===== config.mk =====
export PLATFORM = sky130hd
export DESIGN_NAME = pipe_stall_ctrl
export DESIGN_NICKNAME = d
export VERILOG_FILES = /design/src/rtl/pipe_stall_ctrl_pkg.sv /design/src/rtl/pipe_stall_ctrl_hazard_detect.sv /design/src/rtl/pipe_stall_ctrl.sv
export SDC_FILE = /design/constraint.sdc
export NUM_CORES = 1
export LEC_CHECK = 0
export BUFFER_PORTS_ARGS = -buffer_cell sky130_fd_sc_hd__buf_4
export CAP_MARGIN = 20
export CORE_UTILIZATION = 33
export CTS_CLUSTER_DIAMETER = 80
export CTS_CLUSTER_SIZE = 10
export DETAILED_ROUTE_END_ITERATION = 10
export GPL_TIMING_DRIVEN = 1
export RECOVER_POWER = 100
export SYNTH_ARGS = -nofsm -noshare
export SYNTH_HDL_FRONTEND = slang
export SYNTH_SLANG_ARGS = --single-unit

===== constraint.sdc =====
create_clock -name clk -period 2.3 [get_ports clk]
set_input_delay 0 -clock clk [delete_from_list [all_inputs] [get_ports clk]]
set_output_delay 0 -clock clk [all_outputs]
set_load 0.05 [all_outputs]

===== src/rtl/pipe_stall_ctrl_pkg.sv =====
`default_nettype none
// ============================================================================
// Module   : pipe_stall_ctrl_pkg
// Brief    : Shared stall-vector constants and divide FSM encoding.
// Revision : 1.0 - initial release
// ============================================================================
package pipe_stall_ctrl_pkg;

    // Stall vector bit order: 0=PC, 1=IF/ID, 2=ID/EX, 3=EX/MEM, 4=MEM/WB, 5=WB
    localparam logic [5:0] STALL_NONE = 6'b000000;
    localparam logic [5:0] STALL_ID   = 6'b000111;
    localparam logic [5:0] STALL_EX   = 6'b001111;

    typedef enum logic [1:0] {
        DIV_IDLE = 2'd0,
        DIV_BUSY = 2'd1,
        DIV_DONE = 2'd2
    } div_state_e;

endpackage : pipe_stall_ctrl_pkg
`default_nettype wire


===== src/rtl/pipe_stall_ctrl_hazard_detect.sv =====
`default_nettype none
// ============================================================================
// Module   : pipe_stall_ctrl_hazard_detect
// Brief    : Combinational load-use comparator for the two ID read ports.
// Revision : 1.0 - initial release
// ============================================================================
module pipe_stall_ctrl_hazard_detect
    import pipe_stall_ctrl_pkg::*;
(
    input  logic       i_id_re1,
    input  logic [4:0] i_id_raddr1,
    input  logic       i_id_re2,
    input  logic [4:0] i_id_raddr2,
    input  logic       i_ex_wreg,
    input  logic [4:0] i_ex_waddr,
    input  logic       i_ex_is_load,
    output logic       o_load_use
);

    logic w_port1_hit;
    logic w_port2_hit;
    logic w_load_dest;

    // r0 is hardwired to zero, so a load targeting it never produces a hazard
    assign w_load_dest = i_ex_is_load & i_ex_wreg & (i_ex_waddr != 5'd0);
    assign w_port1_hit = i_id_re1 & (i_id_raddr1 == i_ex_waddr);
    assign w_port2_hit = i_id_re2 & (i_id_raddr2 == i_ex_waddr);
    assign o_load_use  = w_load_dest & (w_port1_hit | w_port2_hit);

endmodule : pipe_stall_ctrl_hazard_detect
`default_nettype wire


===== src/rtl/pipe_stall_ctrl.sv =====
`default_nettype none
// ============================================================================
// Module   : pipe_stall_ctrl
// Brief    : Pipeline stall/flush controller with divide sequencing and a
//            stall-cycle performance counter.
// Revision : 1.0 - initial release
// ============================================================================
module pipe_stall_ctrl
    import pipe_stall_ctrl_pkg::*;
#(
    parameter int STALL_W = 6,
    parameter int CNT_W   = 32
) (
    input  logic               clk,
    input  logic               rst,
    input  logic               id_re1,
    input  logic [4:0]         id_raddr1,
    input  logic               id_re2,
    input  logic [4:0]         id_raddr2,
    input  logic               ex_wreg,
    input  logic [4:0]         ex_waddr,
    input  logic               ex_is_load,
    input  logic               ex_div_op,
    input  logic               div_ready,
    input  logic               excp_flag,
    output logic [STALL_W-1:0] stall,
    output logic               flush,
    output logic               div_start,
    output logic               div_cancel,
    output logic               div_busy,
    output logic [CNT_W-1:0]   stall_cnt
);

    div_state_e         r_state_q;
    div_state_e         w_state_d;
    logic [CNT_W-1:0]   r_stall_cnt_q;
    logic [CNT_W-1:0]   w_stall_cnt_d;

    logic               w_load_use;
    logic               w_ex_stall;
    logic               w_div_start;
    logic               w_div_cancel;
    logic               w_flush;
    logic [STALL_W-1:0] w_stall;

    pipe_stall_ctrl_hazard_detect u_hazard_detect (
        .i_id_re1     (id_re1),
        .i_id_raddr1  (id_raddr1),
        .i_id_re2     (id_re2),
        .i_id_raddr2  (id_raddr2),
        .i_ex_wreg    (ex_wreg),
        .i_ex_waddr   (ex_waddr),
        .i_ex_is_load (ex_is_load),
        .o_load_use   (w_load_use)
    );

    always_comb begin
        w_state_d    = r_state_q;
        w_ex_stall   = 1'b0;
        w_div_start  = 1'b0;
        w_div_cancel = 1'b0;
        case (r_state_q)
            DIV_IDLE: begin
                if (ex_div_op) begin
                    w_ex_stall = 1'b1;
                    if (!excp_flag) begin
                        w_div_start = 1'b1;
                        w_state_d   = DIV_BUSY;
                    end
                end
            end
            DIV_BUSY: begin
                w_ex_stall = 1'b1;
                if (div_ready) begin
                    w_state_d = DIV_DONE;
                end
            end
            // One-cycle window where EX/MEM captures the result; never relaunches
            DIV_DONE: begin
                w_state_d = DIV_IDLE;
            end
            default: begin
                w_state_d = DIV_IDLE;
            end
        endcase
        // Exception overrides everything, including a coincident div_ready
        if (excp_flag) begin
            w_state_d    = DIV_IDLE;
            w_div_cancel = (r_state_q == DIV_BUSY);
        end
    end

    always_comb begin
        w_flush = 1'b0;
        w_stall = STALL_W'(STALL_NONE);
        if (excp_flag) begin
            w_flush = 1'b1;
        end else if (w_ex_stall) begin
            w_stall = STALL_W'(STALL_EX);
        end else if (w_load_use) begin
            w_stall = STALL_W'(STALL_ID);
        end
    end

    // Outputs are forced quiet during reset so a reset mid-divide sends no cancel
    assign stall      = rst ? STALL_W'(STALL_NONE) : w_stall;
    assign flush      = w_flush      & ~rst;
    assign div_start  = w_div_start  & ~rst;
    assign div_cancel = w_div_cancel & ~rst;
    assign div_busy   = (r_state_q == DIV_BUSY) & ~rst;
    assign stall_cnt  = r_stall_cnt_q;

    assign w_stall_cnt_d = r_stall_cnt_q + {{(CNT_W-1){1'b0}}, (|w_stall)};

    always_ff @(posedge clk) begin
        if (rst) begin
            r_state_q     <= DIV_IDLE;
            r_stall_cnt_q <= '0;
        end else begin
            r_state_q     <= w_state_d;
            r_stall_cnt_q <= w_stall_cnt_d;
        end
    end

endmodule : pipe_stall_ctrl
`default_nettype wire


==> run_results.csv <==
group,metric,value,unit
run_status,status,"finished, final reports clean",
synthesis,synthCells,209,
global_routing,grt_overflow,0,
timing,fin_tns_setup,0,ns
timing,finalHoldViolCount,0,
placed_design,place_hpwl,3160,um
clock_tree,root_buffer,"clkbuf_8",
global_routing,grt_max_degree,36,
final_layout,diodes,0,
synthesis,yosys_warnings,0,
synthesis,yosysMostFrequentCell,"dfxtp_1",
synthesis,ys_seq_elements,34,
floorplan,io_pins,66,
critical_path,path_class,"flip-flop to flip-flop",
timing,timing.hold.ws,0.108,ns
critical_path,crit_chain,"o21bai_1 > o22ai_2 > ha_1 > ha_1 > and3_1 > nand3_2 > or4_1 > a21oi_1",
floorplan,rows,26,
synthesis,syn-cell-area,1780,um2
clock_tree,clk_latency,0.28,ns
final_layout,n_fill_cell,589,
critical_path,critPathSlowestCell,"or4_1",
synthesis,async_reset_ff_frac,0,
power_and_ir_drop,ir_worst_vdd,0.000203,V
timing,slew_headroom,0.595,
routing,drt_wl_total,4370,um
synthesis,syn_avg_cell_area,8.51,um2
routing,wl_per_cell,12.3,um
final_layout,nNetsFinal,310,
synthesis,synth_cell_types,34,
floorplan,die_x,75.4,um
timing,max_freq,0.467,GHz
flow_run,max_cap_violations,0,
critical_path,cp_common_cell,"ha_1",
floorplan,dieArea,5690,um2
clock_tree,numClockSinks,34,
critical_path,critPathMaxFanout,9,
critical_path,cp.required,2.51,ns
timing,tightest_slew,0.610,ns
clock_tree,cts_tree,"built",
routing,via_per_inst,4.95,
routing,drt-initial-drc-count,127,
placed_design,portBuffers,63,
power_and_ir_drop,power,1.17,mW
clock_tree,post_cts_buffers,0,
floorplan,initial_core_util,0.346,
synthesis,netlist.top_cell.by_area,"dfxtp_1",
clock_tree,clk_path_buf_depth,2,
critical_path,cp-end-kind,"flip-flop",
global_routing,track_usage,0.159,
global_routing,grt_first_pass_wirelength,6980,um
synthesis,synth_edf_count,0,
timing,slew_violations,0,
floorplan,core,5140,um2
routing,first_pass_iters,4,
power_and_ir_drop,cellPowerDensity,501,nW/um2
timing,rsz0062_at_grt,"false",
synthesis,synth_top_area_share,0.383,
clock_tree,numCtsBuffers,5,
critical_path,cp_slowest_stage_delay,0.54,ns
routing,drtAntennaViolNets,0,
timing,post-route-period-util,0.930,
timing,fin_crit,2.14,ns
global_routing,antenna_found_initial,0,
synthesis,ys.flop_type,"dfxtp_1",
placed_design,gp_congestion,0.780,
final_layout,layout-drive-gt1-share,0.176,
hold_path,hold_class,"input port to flip-flop",
floorplan,die_h,75.4,um
timing,setup_viol_count_final,0,
clock_tree,clk_pin_slew,0.07,ns
synthesis,yosys-top-cells-area,"dfxtp_1 (38%), xor2_1 (7.9%), or4_1 (7.2%), o31ai_1 (5.9%), a21oi_1 (5.1%)",
routing,vias,1753,
critical_path,cp-start-kind,"flip-flop",
clock_tree,htreeDepth,2,
timing,timing.clock.skew,0.00644,ns
global_routing,grt_pass1_vias,1583,
power_and_ir_drop,p_leak,0.821,nW
synthesis,synth_common_cells,"dfxtp_1 (34), a21oi_1 (18), or4_1 (17)",
routing,route.detailed.drc,0,
critical_path,arrival,2.35,ns
synthesis,yosysSeqAreaShare,0.383,
final_layout,syn_to_final_growth,31.7,%
[cell usage in the layout, fill, tap and decap left out, drive strengths merged, types with 2 or more instances in the layout]
| cell | instances |
|---|---|
| clkbuf | 53 |
| dfxtp | 34 |
| buf | 33 |
| a21oi | 18 |
| or4 | 17 |
| xor2 | 16 |
| nor2 | 16 |
| o31ai | 14 |
| nand3 | 12 |
| nand2 | 10 |
| nand4 | 9 |
| xnor2 | 7 |
| o21ai | 5 |
| and3 | 5 |
| inv | 5 |
| or3 | 4 |
| nor4 | 3 |
| nor2b | 3 |
| and4 | 3 |
| ha | 3 |
| conb | 2 |
| and2 | 2 |
[per-stage QoR]
stage               setup WS (ns)   util  instances  area [um2]
floorplan                0.000311      -        210        1790
global placement          -0.0716  0.465        345        2390
detailed placement         -0.181  0.465        345        2390
CTS                        0.0221  0.485        354        2490
global route               0.0130  0.456        354        2340
finish                      0.160  0.456        354        2340
[logic make-up after synthesis]
kind of cell / after synthesis / share of synthesized area
other: 1 / 0.00211
DFF: 34 / 0.383
buffers and inverters: 19 / 0.0535
adders and majority gates: 3 / 0.0211
AOI/OAI and AO/OA: 41 / 0.141
and+or+nand+nor: 88 / 0.286
xor gates and xnor gates: 23 / 0.113
[per-layer routing]
layer | wire length [um] | global-route usage
met5 | 0 | 0
met1 | 2070 | 0.207
met4 | 40 | 0.0432
met3 | 207 | 0.0437
met2 | 2060 | 0.258
[sequential cells by signal (all words and copies together) (netlist names)]
name       cells
r_state_q      2
stall_cnt     32
[layout make-up]
class / count / area [um2] / area share
multi-input cells: 157 / 1020 / 0.434
repair buffers: 80 / 443 / 0.189
inverters: 5 / 18.8 / 0.00801
clock buffers: 7 / 86.3 / 0.0369
clock inverters: 1 / 5.00 / 0.00214
well taps: 70 / 87.6 / 0.0374
flip-flops and latches: 34 / 684 / 0.292
[what timing repair did]
action,in CTS,in global routing
hold endpoints to repair,2,0
hold buffers,1,0
resized for setup,0,2
setup endpoints to repair,0,9
[where the power goes]
part / internal (mW) / leakage, nW / total, mW / switching [mW]
logic: 0.0499 / 0.497 / 0.129 / 0.0787
clock network: 0.241 / 0.0482 / 0.449 / 0.208
registers: 0.593 / 0.276 / 0.596 / 0.00341
[critical path, delay by kind of cell, from the launching register on]
kind	cells	cell delay, ns
compound gates	3	0.52
fa+ha+maj	2	0.33
flops	1	0.33
simple gates	3	0.90
[worst paths after layout]
check | depth (start not counted) | slack (ns) | end | from
setup / recovery | 8 | 0.16 | stall_cnt[20]$_SDFF_PP0_ | r_state_q[1]$_SDFFE_PP0P_
hold / removal | 4 | 0.11 | r_state_q[0]$_SDFFE_PP0P_ | excp_flag
setup reg to reg | 8 | 0.16 | stall_cnt[20]$_SDFF_PP0_ | r_state_q[1]$_SDFFE_PP0P_
hold reg to reg | 2 | 0.48 | stall_cnt[31]$_SDFF_PP0_ | stall_cnt[31]$_SDFF_PP0_
(Power assumes the default switching activity.)
